File: config.mk
export PLATFORM = sky130hd
export DESIGN_NAME = register_file
export DESIGN_NICKNAME = d
export VERILOG_FILES = /design/src/rtl/rf_pkg.sv /design/src/rtl/reg_cell.sv /design/src/rtl/register_file.sv
export SDC_FILE = /design/constraint.sdc
export NUM_CORES = 2
export LEC_CHECK = 0
export ABC_AREA = 0
export ABC_CLOCK_PERIOD_IN_PS = 7000
export BUFFER_PORTS_ARGS = -buffer_cell sky130_fd_sc_hd__buf_2
export CAP_MARGIN = 40
export CORE_MARGIN = 5
export CORE_UTILIZATION = 55
export CTS_CLUSTER_SIZE = 12
export DETAILED_ROUTE_END_ITERATION = 10
export PLACE_DENSITY = 0.7
export SYNTH_ARGS = -nofsm -noshare
export SYNTH_HDL_FRONTEND = slang
export SYNTH_HIERARCHICAL = 1
export SYNTH_SLANG_ARGS = --single-unit
export TNS_END_PERCENT = 10
File: constraint.sdc
create_clock -name clk -period 7 [get_ports clk]
set_input_delay 1.4 -clock clk [delete_from_list [all_inputs] [get_ports clk]]
set_output_delay 1.4 -clock clk [all_outputs]
set_load 0.05 [all_outputs]
File: src/rtl/rf_pkg.sv
// Shared definitions for the register file and the pipeline stages around it.
//   RF_N      : default data width in bits
//   RF_A_W    : default address width (depth = 2**RF_A_W)
//   rf_data_t : data word type used by decode and writeback
//   rf_addr_t : register address type used by decode and writeback
package rf_pkg;
    localparam int RF_N   = 32;
    localparam int RF_A_W = 5;

    typedef logic [RF_N-1:0]   rf_data_t;
    typedef logic [RF_A_W-1:0] rf_addr_t;
endpackage

File: src/rtl/reg_cell.sv
// One N-bit storage entry of the register file.
//   clk  : rising-edge clock
//   rst  : asynchronous active-high clear
//   load : capture d on the next rising edge
//   d    : data in
//   q    : stored value
module reg_cell #(
    parameter int N = 32
) (
    input  logic         clk,
    input  logic         rst,
    input  logic         load,
    input  logic [N-1:0] d,
    output logic [N-1:0] q
);

    always_ff @(posedge clk or posedge rst) begin
        if (rst) begin
            q <= '0;
        end else if (load) begin
            q <= d;
        end
    end

endmodule

File: src/rtl/register_file.sv
// Multi-port register file: one synchronous write port, two combinational
// read ports, optional hardwired-zero entry 0 and optional write-to-read bypass.
//   clk                : rising-edge clock
//   rst                : asynchronous active-high reset, clears every entry
//   ena                : global enable; a write needs ena and wr_ena
//   wr_ena             : write request
//   wr_addr, wr_data   : write port
//   rd_addr0, rd_data0 : read port 0 (combinational)
//   rd_addr1, rd_data1 : read port 1 (combinational)
// There is no FSM; the only state is the entries themselves.
module register_file
    import rf_pkg::*;
#(
    parameter int N        = RF_N,
    parameter int A_W      = RF_A_W,
    parameter int ZERO_REG = 1,
    parameter int BYPASS   = 0
) (
    input  logic           clk,
    input  logic           rst,
    input  logic           ena,
    input  logic           wr_ena,
    input  logic [A_W-1:0] wr_addr,
    input  logic [N-1:0]   wr_data,
    input  logic [A_W-1:0] rd_addr0,
    output logic [N-1:0]   rd_data0,
    input  logic [A_W-1:0] rd_addr1,
    output logic [N-1:0]   rd_data1
);

    localparam int DEPTH = 1 << A_W;

    logic [DEPTH-1:0][N-1:0] entries;
    logic                    wr_commit;
    logic                    wr_is_zero;

    // !rst keeps the bypass path quiet while the array is held in reset.
    assign wr_is_zero = (ZERO_REG != 0) && (wr_addr == '0);
    assign wr_commit  = ena && wr_ena && !rst && !wr_is_zero;

    genvar i;
    generate
        for (i = 0; i < DEPTH; i++) begin : g_entry
            if ((ZERO_REG != 0) && (i == 0)) begin : g_zero
                assign entries[i] = '0;
            end else begin : g_cell
                reg_cell #(.N(N)) u_cell (
                    .clk  (clk),
                    .rst  (rst),
                    .load (wr_commit && (wr_addr == A_W'(i))),
                    .d    (wr_data),
                    .q    (entries[i])
                );
            end
        end
    endgenerate

    // Priority: zero entry over bypass over stored contents.
    always_comb begin
        rd_data0 = entries[rd_addr0];
        if ((BYPASS != 0) && wr_commit && (wr_addr == rd_addr0)) begin
            rd_data0 = wr_data;
        end
        if ((ZERO_REG != 0) && (rd_addr0 == '0)) begin
            rd_data0 = '0;
        end
    end

    always_comb begin
        rd_data1 = entries[rd_addr1];
        if ((BYPASS != 0) && wr_commit && (wr_addr == rd_addr1)) begin
            rd_data1 = wr_data;
        end
        if ((ZERO_REG != 0) && (rd_addr1 == '0)) begin
            rd_data1 = '0;
        end
    end

endmodule
; ---- After elaboration in Yosys (flattened, before gate mapping)
; Cells that the tools add are included.
[word_totals]
n_memories = 0
latch_bits = 0
output_inout_bits = 64
rom_bits = 0
ff_bits = 992
wordCells = 109
ramBits = 0
[op_classes]
n_addsub = 0
muxes = 6
magnitude_cmp = 2
n_reduce_logical = 39
n_div = 0
n_eq_ne = 31
bitwise = 0
n_mul = 0
n_shift = 0
[ops]
columns = operator, count
row1 = binary-select mux 32 bit (select 5 bit), 2
row2 = two-way mux 32 bit, 4
row3 = equality test 5 bit (second input constant), 16
row4 = equality test 5 x 4 -> 1 bit (second input constant), 8
row5 = logical AND 1 bit, 34
row6 = equality test 5 x 3 -> 1 bit (second input constant), 4
row7 = logical NOT 5 bit, 3
row8 = < comparator 5 x 6 -> 1 bit (second input constant), 2
row9 = equality test 5 x 2 -> 1 bit (second input constant), 2
row10 = equality test 5 x 1 -> 1 bit (second input constant), 1
row11 = logical NOT 1 bit, 2

; ---- Logic depth before layout (Yosys ltp)
[logic_depth]
ltp_word = 4
depth_mapped = 10
mapped_depth_nobuf = 5

; ---- Hierarchy
; The synthesis kept the hierarchy.
[modules_own_cells]
columns = module, area_each_um2, n_inst, seq_area_each_um2, cells_per_inst
row1 = reg_cell, 1348.8, 31, 800.8, 69
row2 = register_file, 16231.8, 1, 0.0, 1333

; ---- Worst setup path before layout
; OpenSTA, ideal clock, no wires.
[synth_path]
path_kind = input to output
start = input port rd_addr1[0]
end = output port rd_data1[30]
arrival_ns = 3.614
cell_stages = 10
setup_slack_ns = 1.986
cell_sequence = buf_2 buf_6 buf_4 buf_4 buf_6 buf_2 a21oi_1 a31oi_1 o211ai_1 o211ai_1
[synth_via]
elab_chain_cells = 3
[synth_rtl]
columns = element, line
row1 = from (decl), register_file.sv:27  ; input logic [A_W-1:0] rd_addr1,
row2 = binary-select mux 32 bit (select 5 bit), register_file.sv:70  ; rd_data1 = entries[rd_addr1];
row3 = two-way mux 32 bit (implied by the code), register_file.sv:70
row4 = two-way mux 32 bit (*), register_file.sv:74  ; if ((ZERO_REG != 0) && (rd_addr1 == '0)) begin
row5 = to (decl), register_file.sv:28  ; output logic [N-1:0] rd_data1
; Mark *: on every way between the ends. The rest lies on a longest branch, timed or not. The select of a mux whose other input is x is not followed.

; ---- Worst setup path after layout
[layout_path]
start = input port rd_addr1[0]
end = output port rd_data1[12]
; The elaborated chain is that of the path after synthesis.

==> impl_metrics.prom <==
# TYPE chip_impl_metric gauge
chip_impl_info{name="synth.most_common_cell",value="sky130_fd_sc_hd__dfrtp_1"} 1
chip_impl_metric{name="postSynthNetCount",unit=""} 3523
chip_impl_info{name="tritoncts",value="done"} 1
chip_impl_metric{name="io_buffer_count",unit=""} 114
chip_impl_metric{name="cts_buffers",unit=""} 106
chip_impl_metric{name="setup_total_negative_slack",unit="ps"} 0
chip_impl_info{name="crit_family",value="buffers and inverters"} 1
chip_impl_metric{name="dieHeight",unit="µm"} 335
chip_impl_info{name="cts_root_buffer",value="sky130_fd_sc_hd__clkbuf_16"} 1
chip_impl_metric{name="fp.dieArea",unit="mm²"} 0.112
chip_impl_info{name="criticalPathCategory",value="in -> out"} 1
chip_impl_metric{name="drt-total-wl",unit="µm"} 181000
chip_impl_info{name="synth_top_flop_cell",value="sky130_fd_sc_hd__dfrtp_1"} 1
chip_impl_info{name="crit_end_element",value="primary output"} 1
chip_impl_info{name="min_path_type",value="reg -> reg"} 1
chip_impl_metric{name="dpl.cell_count",unit=""} 4788
chip_impl_metric{name="timing.clock.skew",unit="ps"} 0
chip_impl_metric{name="ys_ff_latch",unit=""} 992
chip_impl_info{name="min-delay-start",value="g_entry[31].g_cell.u_cell/q[9]$_DFFE_PP0P_"} 1
chip_impl_metric{name="drtIter0Drc",unit=""} 4164
chip_impl_metric{name="core.rowCount",unit=""} 119
chip_impl_info{name="grt_setup_unrepaired",value="false"} 1
chip_impl_metric{name="gp_congestion",unit=""} 0.866
chip_impl_metric{name="worst_path_bufs_invs",unit=""} 4
chip_impl_metric{name="power_switching",unit="mW"} 4.02
chip_impl_info{name="critical_path.reg2reg.startpoint",value="g_entry[12].g_cell.u_cell/q[11]$_DFFE_PP0P_"} 1
chip_impl_metric{name="cap_viol_max_count",unit=""} 0
chip_impl_info{name="largest_register",value="g_entry.g_cell.u_cell/q"} 1
chip_impl_metric{name="synthXorXnorAreaFrac",unit="%"} 0
chip_impl_metric{name="synth.distinct_cells",unit=""} 39
chip_impl_metric{name="clkPwrFrac",unit="%"} 39.4
chip_impl_metric{name="routed_wire_length_per_instance",unit="µm"} 36.3
chip_impl_metric{name="maxClockFrequency",unit="MHz"} 173
chip_impl_info{name="crit_path_top_delay_cell",value="sky130_fd_sc_hd__mux4_2"} 1
chip_impl_metric{name="detailed_place.area",unit="mm²"} 0.0588
chip_impl_metric{name="gr-usage-all-layers",unit="%"} 32.1
chip_impl_metric{name="fin_nets",unit=""} 3557
chip_impl_info{name="worstPathCellList",value="buf_8 > buf_12 > buf_12 > mux4_2 > mux4_2 > mux2_2 > buf_2"} 1
chip_impl_info{name="biggestRegsByFlops",value="g_entry.g_cell.u_cell/q x992"} 1
chip_impl_metric{name="num_vias",unit=""} 34600
chip_impl_metric{name="seq_area_frac_synth",unit="%"} 42.8
chip_impl_metric{name="clock_latency",unit="ps"} 660
chip_impl_info{name="netlist_top_cells_count",value="sky130_fd_sc_hd__dfrtp_1, sky130_fd_sc_hd__mux2_4, sky130_fd_sc_hd__mux4_2"} 1
chip_impl_metric{name="dpl.hpwl",unit="µm"} 110000
chip_impl_metric{name="final_layout_size_suffix_gt1_share",unit="%"} 56.2
chip_impl_metric{name="worstPathMaxFanout",unit=""} 57
chip_impl_metric{name="drt_drc_violations_left",unit=""} 0
chip_impl_metric{name="tritoncts_num_sinks",unit=""} 992
chip_impl_metric{name="seq_power_share",unit="%"} 44.1
chip_impl_info{name="start_kind",value="primary input"} 1
chip_impl_metric{name="finalHoldViolCount",unit=""} 0
chip_impl_metric{name="cp_data_arrival_time",unit="ps"} 4380
chip_impl_metric{name="ctsLongestPathBuffers",unit=""} 3
chip_impl_metric{name="instances_no_fill",unit=""} 4989
chip_impl_metric{name="post_drt_via_cell_ratio",unit=""} 6.94
chip_impl_info{name="netlist.top_cell.by_area",value="sky130_fd_sc_hd__dfrtp_1"} 1
chip_impl_metric{name="worstMarginPinSlew",unit="ps"} 1050
chip_impl_metric{name="finish.instance_area",unit="mm²"} 0.0624
chip_impl_metric{name="power.internal",unit="mW"} 11.0
chip_impl_metric{name="setup_viol",unit=""} 0
chip_impl_metric{name="synth_enable_flop_cells",unit=""} 0
chip_impl_metric{name="timing.max_slew.rel_slack",unit="%"} 29.9
chip_impl_metric{name="netSwitchingFraction",unit="%"} 26.8
chip_impl_info{name="synth_top_cells_by_area",value="sky130_fd_sc_hd__dfrtp_1, sky130_fd_sc_hd__mux2_4, sky130_fd_sc_hd__mux4_2, sky130_fd_sc_hd__mux2_2, sky130_fd_sc_hd__buf_12"} 1
chip_impl_metric{name="post_synthesis_instance_area",unit="mm²"} 0.0580
chip_impl_metric{name="leakagePower",unit="nW"} 28.1
chip_impl_metric{name="gr-total-overflow",unit=""} 0
chip_impl_metric{name="maxSlewViolCount",unit=""} 0
chip_impl_metric{name="detail_route.first_pass.iterations",unit=""} 5
chip_impl_metric{name="syn-instance-count",unit=""} 3472
chip_impl_metric{name="mux_share_of_post_synthesis_cell_area",unit="%"} 47.0
chip_impl_metric{name="grt_pass1_vias",unit=""} 36100
chip_impl_metric{name="worst_path_largest_cell_delay",unit="ps"} 540
chip_impl_metric{name="powerDensity",unit="mW/mm²"} 240
chip_impl_metric{name="post-route-period-util",unit="%"} 82.5
chip_impl_metric{name="post_cts_buffers",unit=""} 0
chip_impl_metric{name="async_reset_ff_share",unit="%"} 100
chip_impl_metric{name="areaGrowthSynthToFinish",unit="%"} 7.58
chip_impl_metric{name="fraction_of_the_mapped_netlist_area_in_compound_gates",unit="%"} 3.11
chip_impl_metric{name="worst_setup_hold_path_clk_slew",unit="ps"} 60
chip_impl_metric{name="grt_antenna_before_repair",unit=""} 18
chip_impl_info{name="synth_top_family_by_area",value="multiplexers"} 1
chip_impl_metric{name="count_of_hold_buffers_inserted_by_post_cts_repair",unit=""} 0
chip_impl_info{name="critPathLaunch",value="rd_addr1[0]"} 1
chip_impl_metric{name="synth.yosys.warnings",unit=""} 6
chip_impl_metric{name="cts_repair_resize_count",unit=""} 0
chip_impl_metric{name="post-layout-total-power",unit="mW"} 15.0
chip_impl_info{name="outcome",value="finished, final reports clean"} 1
chip_impl_metric{name="grt_first_pass_wirelength",unit="µm"} 265000
chip_impl_metric{name="ctsHtreeMaxLevel",unit=""} 3
chip_impl_metric{name="die_width",unit="µm"} 335
chip_impl_metric{name="initial_core_util",unit="%"} 55.2
chip_impl_metric{name="drt.antenna.violating_nets",unit=""} 0
chip_impl_metric{name="grt_start_max_net_pins",unit=""} 91
chip_impl_metric{name="yosys.area_share.simple",unit="%"} 1.65
chip_impl_metric{name="synth_area_per_cell",unit="µm²"} 16.7
chip_impl_metric{name="placeableCoreArea",unit="mm²"} 0.105
chip_impl_metric{name="synth_adder_area_share",unit="%"} 0
chip_impl_metric{name="vdd.ir_drop.worst",unit="mV"} 0.215
chip_impl_metric{name="critical_path_required",unit="ps"} 5600
chip_impl_metric{name="post_synth_top_area_share",unit="%"} 42.8
chip_impl_metric{name="power_frac_comb",unit="%"} 16.5
chip_impl_metric{name="largest_register_ffs",unit=""} 992
chip_impl_metric{name="min_period",unit="ps"} 5780
chip_impl_metric{name="io-pin-count",unit=""} 115
## layout make-up
cell class / instances / area, µm²
tap: 1391 / 1740
multi-input combinational: 2134 / 30300
clock inverter: 26 / 340
inverter: 34 / 128
clock buffer: 166 / 3270
sequential: 992 / 24800
antenna: 8 / 20.0
timing repair buffer: 238 / 1840
fill: 7866 / 42700
## metal layers
metal | GRT usage [%] | share of wire (%) | routed length [µm]
met5 | 0 | 0.043 | 77
met2 | 47.9 | 45 | 80900
met4 | 10.9 | 3.7 | 6660
met3 | 10.5 | 11 | 20500
met1 | 44.9 | 40 | 73000
## cell families (layout without fill, tap and decap cells)
kind of cell | count (synthesis) | count (layout)
flops | 992 | 992
buf+inv | 346 | 464
mux | 1684 | 1684
compound gates | 242 | 242
other cells | 0 | 8
simple gates | 208 | 208
## stage by stage
step / utilization [%] / setup WS [ps] / hold WS [ps]
after floorplan: - / 1990 / 492
after global placement: 55.7 / 1280 / 501
after detailed placement: 55.9 / 1230 / 508
after CTS: 59.4 / 1230 / 526
after global routing: 59.4 / 1080 / 537
final: 59.4 / 1220 / 524
## power by group through the flow
stage | Sequential (mW) | Combinational, mW | Clock, mW
after global placement | 6.67 | 2.40 | 0
final | 6.60 | 2.48 | 5.91
after floorplan | 6.54 | 1.81 | 0
after global routing | 6.66 | 2.59 | 6.19
after detailed placement | 6.68 | 2.45 | 0
after CTS | 6.59 | 2.45 | 5.95
## path summary, 6_finish.rpt
| path | end | slack, ps | cells past startpoint |
|---|---|---|---|
| worst max-delay path | rd_data1[12] | 1220 | 7 |
| worst min-delay path | g_entry[31].g_cell.u_cell/q[9]$_DFFE_PP0P_ | 520 | 1 |
| worst max register to register | g_entry[12].g_cell.u_cell/q[11]$_DFFE_PP0P_ | 6150 | 1 |
| worst min register to register | g_entry[31].g_cell.u_cell/q[9]$_DFFE_PP0P_ | 520 | 1 |
| max in group asynchronous | g_entry[12].g_cell.u_cell/q[28]$_DFFE_PP0P_ | 4900 | 4 |
| min in group asynchronous | g_entry[24].g_cell.u_cell/q[7]$_DFFE_PP0P_ | 970 | 3 |
## cells in the final DEF (no fill, tap or decap), drive strengths merged, types with 5 or more instances in the layout
master  Yosys  layout
o32ai      10      10
bufinv      0       8
nand3      30      30
nand2      46      46
o211ai      6       6
a32oi       5       5
nor2       73      73
o21a       10      10
mux2i     141     141
clkbuf     95     167
a22o       13      13
clkinv      0      15
mux4      443     443
o221ai     10      10
nor3        8       8
o22ai      32      32
dfrtp     992     992
a211o      31      31
mux2     1100    1100
nor2b      19      19
diode       0       8
buf       217     237
a22oi      67      67
nand2b     17      17
a221o       8       8
nand4       8       8
o21ai      35      35
a221oi     12      12
inv        34      36
Power figures use the tool's default switching activity.
